===== config.mk =====
export PLATFORM = sky130hd
export DESIGN_NAME = axi_txn_throttle
export DESIGN_NICKNAME = d
export VERILOG_FILES = /design/src/rtl/axi_txn_throttle_pkg.sv /design/src/rtl/axi_txn_throttle_cnt.sv /design/src/rtl/axi_txn_throttle.sv
export SDC_FILE = /design/constraint.sdc
export NUM_CORES = 1
export LEC_CHECK = 0
export BUFFER_PORTS_ARGS = -buffer_cell sky130_fd_sc_hd__buf_2
export CELL_PAD_IN_SITES_DETAIL_PLACEMENT = 0
export CELL_PAD_IN_SITES_GLOBAL_PLACEMENT = 1
export CORE_AREA = 2 2 157 159
export CTS_BUF_LIST = sky130_fd_sc_hd__clkbuf_2 sky130_fd_sc_hd__clkbuf_4 sky130_fd_sc_hd__clkbuf_8
export CTS_CLUSTER_SIZE = 28
export DETAILED_ROUTE_END_ITERATION = 8
export DIE_AREA = 0 0 159 161
export PLACE_DENSITY_LB_ADDON = 0.3
export SYNTH_ARGS = -nofsm -noshare
export SYNTH_HDL_FRONTEND = slang
export SYNTH_SLANG_ARGS = --single-unit

===== constraint.sdc =====
create_clock -name clk_i -period 9.3 [get_ports clk_i]
set_input_delay 0 -clock clk_i [delete_from_list [all_inputs] [get_ports clk_i]]
set_output_delay 0 -clock clk_i [all_outputs]
set_load 0.05 [all_outputs]

===== src/rtl/axi_txn_throttle_pkg.sv =====
// Shared types and helpers for the AXI transaction throttle.
// - AXI4+ATOP channel payload structs and the default request/response
//   bundles used on the throttle's slave and master ports.
// - cnt_width(): width needed to hold 0..max(a,b) inclusive.
package axi_txn_throttle_pkg;

    typedef struct packed {
        logic [3:0]  id;
        logic [31:0] addr;
        logic [7:0]  len;
        logic [2:0]  size;
        logic [1:0]  burst;
        logic [5:0]  atop;
    } aw_chan_t;

    typedef struct packed {
        logic [31:0] data;
        logic [3:0]  strb;
        logic        last;
    } w_chan_t;

    typedef struct packed {
        logic [3:0] id;
        logic [1:0] resp;
    } b_chan_t;

    typedef struct packed {
        logic [3:0]  id;
        logic [31:0] addr;
        logic [7:0]  len;
        logic [2:0]  size;
        logic [1:0]  burst;
    } ar_chan_t;

    typedef struct packed {
        logic [3:0]  id;
        logic [31:0] data;
        logic [1:0]  resp;
        logic        last;
    } r_chan_t;

    typedef struct packed {
        aw_chan_t aw;
        logic     aw_valid;
        w_chan_t  w;
        logic     w_valid;
        logic     b_ready;
        ar_chan_t ar;
        logic     ar_valid;
        logic     r_ready;
    } axi_req_t;

    typedef struct packed {
        logic    aw_ready;
        logic    ar_ready;
        logic    w_ready;
        logic    b_valid;
        b_chan_t b;
        logic    r_valid;
        r_chan_t r;
    } axi_resp_t;

    function automatic int unsigned cnt_width(input int unsigned a, input int unsigned b);
        return $clog2(((a > b) ? a : b) + 1);
    endfunction

endpackage


===== src/rtl/axi_txn_throttle_cnt.sv =====
// Up/down outstanding-transaction counter.
// - clk_i, rst_i : clock, synchronous active-high reset
// - inc          : increment amount (0..2) this cycle
// - dec          : decrement by one this cycle
// - q            : current count (registered)
// - underflow    : pulses when a decrement hits an empty counter with no
//                  matching increment; the counter then holds at 0
module axi_txn_cnt #(
    parameter int unsigned Width = 3
) (
    input  logic             clk_i,
    input  logic             rst_i,
    input  logic [1:0]       inc,
    input  logic             dec,
    output logic [Width-1:0] q,
    output logic             underflow
);

    logic [Width-1:0] q_reg;
    logic [Width-1:0] q_next;

    assign underflow = dec & (q_reg == '0) & (inc == 2'd0);

    always_comb begin
        q_next = q_reg + Width'(inc) - Width'(dec);
        if (underflow) begin
            q_next = '0;
        end
    end

    always_ff @(posedge clk_i) begin
        if (rst_i) begin
            q_reg <= '0;
        end else begin
            q_reg <= q_next;
        end
    end

    assign q = q_reg;

endmodule


===== src/rtl/axi_txn_throttle.sv =====
// AXI4+ATOP pass-through throttle.
// Caps outstanding writes/reads, holds W beats until their AW is accepted,
// and offers a drain/quiesce handshake. Payloads and B/R pass untouched.
// Ports:
// - clk_i, rst_i   : clock, synchronous active-high reset
// - drain_i        : 1 = stop new AW/AR and drain outstanding traffic
// - slv_req_i / slv_resp_o : upstream side
// - mst_req_o / mst_resp_i : downstream side
// - wr_cnt_o, rd_cnt_o     : outstanding write / read transactions
// - drained_o      : high while quiesced (IDLE)
// - err_o          : sticky counter-underflow (protocol) error
module axi_txn_throttle
    import axi_txn_throttle_pkg::*;
#(
    parameter int unsigned MaxWrTxns = 4,
    parameter int unsigned MaxRdTxns = 4,
    parameter type         req_t     = axi_req_t,
    parameter type         resp_t    = axi_resp_t,
    localparam int unsigned CntWidth = cnt_width(MaxWrTxns, MaxRdTxns)
) (
    input  logic                clk_i,
    input  logic                rst_i,
    input  logic                drain_i,
    input  req_t                slv_req_i,
    output resp_t               slv_resp_o,
    output req_t                mst_req_o,
    input  resp_t               mst_resp_i,
    output logic [CntWidth-1:0] wr_cnt_o,
    output logic [CntWidth-1:0] rd_cnt_o,
    output logic                drained_o,
    output logic                err_o
);

    typedef enum logic [1:0] {
        ST_RUN,
        ST_DRAIN,
        ST_IDLE
    } state_e;

    localparam logic [CntWidth-1:0] MAX_WR   = CntWidth'(MaxWrTxns);
    localparam logic [CntWidth:0]   MAX_RD_W = (CntWidth + 1)'(MaxRdTxns);

    state_e state_reg, state_next;
    logic   err_reg;

    logic [CntWidth-1:0] wr_cnt, rd_cnt, w_pend;
    logic                wr_uf, rd_uf, wp_uf;

    logic aw_ok, ar_ok, w_ok;
    logic aw_hs, w_hs, b_hs, ar_hs, r_hs;
    logic aw_rd, rd_both, rd_room;
    logic [CntWidth:0] rd_need;

    // ------------------------------------------------------------------
    // Gating. Read room is checked for +2 when an R-bearing ATOP and an AR
    // are both offered, so neither can push rd_cnt past the cap.
    // ------------------------------------------------------------------
    assign aw_rd   = slv_req_i.aw.atop[5];
    assign rd_both = slv_req_i.aw_valid & aw_rd & slv_req_i.ar_valid;
    assign rd_need = rd_both ? (CntWidth + 1)'(2) : (CntWidth + 1)'(1);
    assign rd_room = ({1'b0, rd_cnt} + rd_need) <= MAX_RD_W;

    assign aw_ok = (state_reg == ST_RUN) & (wr_cnt < MAX_WR) & (w_pend < MAX_WR)
                 & (~aw_rd | rd_room);
    assign ar_ok = (state_reg == ST_RUN) & rd_room;

    assign aw_hs = slv_req_i.aw_valid & aw_ok & mst_resp_i.aw_ready;
    assign ar_hs = slv_req_i.ar_valid & ar_ok & mst_resp_i.ar_ready;

    // A beat waiting for its AW is released in the AW handshake cycle
    // itself, not one cycle later when w_pend has registered the AW.
    assign w_ok = (w_pend != '0) | aw_hs;

    assign w_hs = slv_req_i.w_valid & w_ok & mst_resp_i.w_ready;
    assign b_hs = mst_resp_i.b_valid & slv_req_i.b_ready;
    assign r_hs = mst_resp_i.r_valid & slv_req_i.r_ready;

    always_comb begin
        mst_req_o          = slv_req_i;
        mst_req_o.aw_valid = slv_req_i.aw_valid & aw_ok;
        mst_req_o.w_valid  = slv_req_i.w_valid & w_ok;
        mst_req_o.ar_valid = slv_req_i.ar_valid & ar_ok;

        slv_resp_o          = mst_resp_i;
        slv_resp_o.aw_ready = mst_resp_i.aw_ready & aw_ok;
        slv_resp_o.w_ready  = mst_resp_i.w_ready & w_ok;
        slv_resp_o.ar_ready = mst_resp_i.ar_ready & ar_ok;
    end

    // ------------------------------------------------------------------
    // Counters
    // ------------------------------------------------------------------
    axi_txn_cnt #(.Width(CntWidth)) u_wr_cnt (
        .clk_i     (clk_i),
        .rst_i     (rst_i),
        .inc       ({1'b0, aw_hs}),
        .dec       (b_hs),
        .q         (wr_cnt),
        .underflow (wr_uf)
    );

    axi_txn_cnt #(.Width(CntWidth)) u_w_pend (
        .clk_i     (clk_i),
        .rst_i     (rst_i),
        .inc       ({1'b0, aw_hs}),
        .dec       (w_hs & slv_req_i.w.last),
        .q         (w_pend),
        .underflow (wp_uf)
    );

    axi_txn_cnt #(.Width(CntWidth)) u_rd_cnt (
        .clk_i     (clk_i),
        .rst_i     (rst_i),
        .inc       ({1'b0, ar_hs} + {1'b0, aw_hs & aw_rd}),
        .dec       (r_hs & mst_resp_i.r.last),
        .q         (rd_cnt),
        .underflow (rd_uf)
    );

    // ------------------------------------------------------------------
    // Drain FSM
    // ------------------------------------------------------------------
    always_ff @(posedge clk_i) begin
        if (rst_i) begin
            state_reg <= ST_RUN;
        end else begin
            state_reg <= state_next;
        end
    end

    always_comb begin
        state_next = state_reg;
        case (state_reg)
            ST_RUN: begin
                if (drain_i) state_next = ST_DRAIN;
            end
            ST_DRAIN: begin
                if (!drain_i) begin
                    state_next = ST_RUN;
                end else if ((wr_cnt == '0) && (rd_cnt == '0) && (w_pend == '0)
                             && !(aw_hs | w_hs | b_hs | ar_hs | r_hs)) begin
                    state_next = ST_IDLE;
                end
            end
            ST_IDLE: begin
                if (!drain_i) state_next = ST_RUN;
            end
            default: state_next = ST_RUN;
        endcase
    end

    always_ff @(posedge clk_i) begin
        if (rst_i) begin
            err_reg <= 1'b0;
        end else if (wr_uf | rd_uf | wp_uf) begin
            err_reg <= 1'b1;
        end
    end

    assign wr_cnt_o  = wr_cnt;
    assign rd_cnt_o  = rd_cnt;
    assign drained_o = (state_reg == ST_IDLE);
    assign err_o     = err_reg;

endmodule

==> reports/results.ini <==
[run_status]
status=finished, final reports clean

[global_routing]
use_met1=0.0361
use_met2=0.0516
grt_pass1_wl_um=7110
grt_pass1_vias=1042
grt.total_usage=0.0379
overflow=0
busiest_layer=met2
globalRouteMet3Util=0.0203
antenna_found_initial=2
grt_start_max_net_pins=10

[pwr]
pwr-share-clk=0.158
power.density_nw_per_um2=242
fin_total_pwr_uw=375
p_switching_uw=196
intPower_uw=179
power_frac_seq=0.226
p_sw_frac=0.523
combPwrFrac=0.616
leakagePower_nw=0.603
peakVddDrop_mv=0.106

[clock_tree]
postCtsSetupRepairBufs=0
cts_tree=done
numCtsBuffers=3
ctsHoldBuffers=0
root_buffer=clkbuf_8
clkSlewWorstSetupHoldPaths_ns=0.06
insertion_delay_ns=0.24
ctsResizeCount=0
cts-htree-levels=1
clkSinkCount=12
clk_path_buf_depth=2

[logic_synthesis]
synth_area_leader_cell=buf_4
synth_top_area_share=0.610
synth.cell_area_um2=2340
yosysMostFrequentCell=buf_4
synthTopCellsByCount=190 x buf_4, 17 x inv_1, 12 x dfxtp_1, 11 x ha_1
avgSynthCellArea_um2=8.01
ys_seq_elements=12
syn-num-nets=506
syn_inst=292
synthTopCellsByArea=buf_4 61%, dfxtp_1 10%, ha_1 5.9%
yosys_warnings=0
synth_flop_cell=dfxtp_1
synthArstFlopShare=0
yosysSeqAreaShare=0.103
synthDistinctLibCells=31
synth_edf_count=0

[floorplan]
die_w_um=159
die-height_um=161
io_pins=403
core_area_um2=24000
row_count=57
initial_utilization=0.0976
die_area_um2=25600

[route]
wl_per_cell_um=11.0
drc_errors=0
routed_wl_um=5130
drtIter0Drc=47
drtAntennaViolNets=0
routed_via_density=2.22
vias=1035
dr.pass1.iters=4

[run]
cap_violations=0

[sta]
hold_violations=0
fmax_mhz=309
period_minus_slack_ns=3.24
setup_viol_count_final=0
drv_slew=0
worst_pin_slew_ns=0.593
final.setup.tns_ns=0
finClkSkew_ns=0.00262
slew_headroom=0.602
finalCritPeriodShare=0.348
rsz0062_at_grt=no

[worst_setup_path]
critical_path.startpoint_type=flop
end_kind=flop
crit_family=adder cells
cp.depth=17
cp.arrival_ns=3.38
crit_type=flop to flop
path_buf_inv=4
path_cells=ha_1, inv_1, fa_1, nand2b_1, nand3_1, and3_4, nand3_1, ha_1, inv_1, ha_1, inv_1, ha_1, inv_1, fa_1, xnor2_1, xnor2_1, nor2_1
r2r_cells=17
slowest_stage=fa_1
r2r_slack_ns=6.06
slowest_delay_ns=0.48
required_ns=9.44
crit_fanout=4

[layout]
num-fill-cells=2869
syn_to_final_growth_pct=-33.7
ff_latch_area_um2=240
nets=356
multi_input_area_um2=604
fin_util=0.0647
final_layout_size_suffix_gt1_frac=0.333

[min_path]
min_path_type=input pin to output pin
min_path_cells=0

[place]
gp_congestion=0.665
dp_hpwl_um=4450
io_buffer_count=36

## through the flow
step	area, µm²	instances	worst slack, ns	hold slack, ns
floorplan	2340	292	5.49	0.167
global placement	1490	461	6.11	0.000341
detailed placement	1490	461	6.04	0.000341
CTS	1550	465	6.04	0.000341
global route	1550	465	5.77	0.0000662
finish	1550	466	6.06	0.0000193
## final timing paths
| path | from | to |
|---|---|---|
| min reg2reg | state_reg[0] | state_reg[1] |
| max | u_rd_cnt.q[0] | u_rd_cnt.q[2] |
| max reg2reg | u_rd_cnt.q[0] | u_rd_cnt.q[2] |
| min | slv_req_i[136] | mst_req_o[136] |
## worst reg2reg max path: cells and delay by family, from the launching register on
kind	cells	cell delay, ns
xor gates and xnor gates	2	0.34
adders and majority gates	6	1.69
buffers and inverters	4	0.19
DFF	1	0.38
and+or+nand+nor	5	0.53
## final cells by class
cell class | instances | share of cell area
diodes | 1 | 0.00161
clock buffers | 4 | 0.0355
inverters | 17 | 0.0411
multi-input cells | 72 | 0.390
flip-flops and latches | 12 | 0.155
well taps | 324 | 0.261
repair buffers | 36 | 0.116
## power by group through the flow
stage	Clock, mW	Combinational, mW	Sequential (mW)
after floorplan	0	0.357	0.115
after global placement	0	0.235	0.0872
after detailed placement	0	0.236	0.0873
after CTS	0.0621	0.237	0.0861
after global routing	0.0638	0.255	0.0873
final	0.0593	0.231	0.0847
## layer usage
layer,vias to the layer above,part of all wire
met5,-,0.0025
met4,2,0.13
met3,86,0.14
met2,89,0.41
met1,436,0.33
li1,422,-
## cell families after synthesis
| group | Yosys count | share of synthesized area |
|---|---|---|
| AO/OA/AOI/OAI | 12 | 0.0466 |
| XOR/XNOR | 7 | 0.0262 |
| adder cells (fa/ha/maj) | 15 | 0.0931 |
| buffers and inverters | 208 | 0.639 |
| flip-flops | 12 | 0.103 |
| AND/OR/NAND/NOR | 38 | 0.0926 |
## cell usage in the layout, fill, tap and decap left out, drive strengths merged
| master | n |
|---|---|
| a211oi | 1 |
| a21boi | 2 |
| a21o | 1 |
| a21oi | 2 |
| a31o | 2 |
| a31oi | 2 |
| and2 | 1 |
| and3 | 4 |
| and4 | 2 |
| buf | 36 |
| clkbuf | 4 |
| dfxtp | 12 |
| diode | 1 |
| fa | 4 |
| ha | 11 |
| inv | 17 |
| nand2 | 6 |
| nand2b | 2 |
| nand3 | 4 |
| nand4 | 1 |
| nor2 | 5 |
| nor2b | 6 |
| nor3 | 4 |
| nor3b | 1 |
| o21ba | 1 |
| o2bb2ai | 1 |
| or3 | 1 |
| or4 | 1 |
| xnor2 | 6 |
| xor2 | 1 |
(Power assumes the default switching activity.)
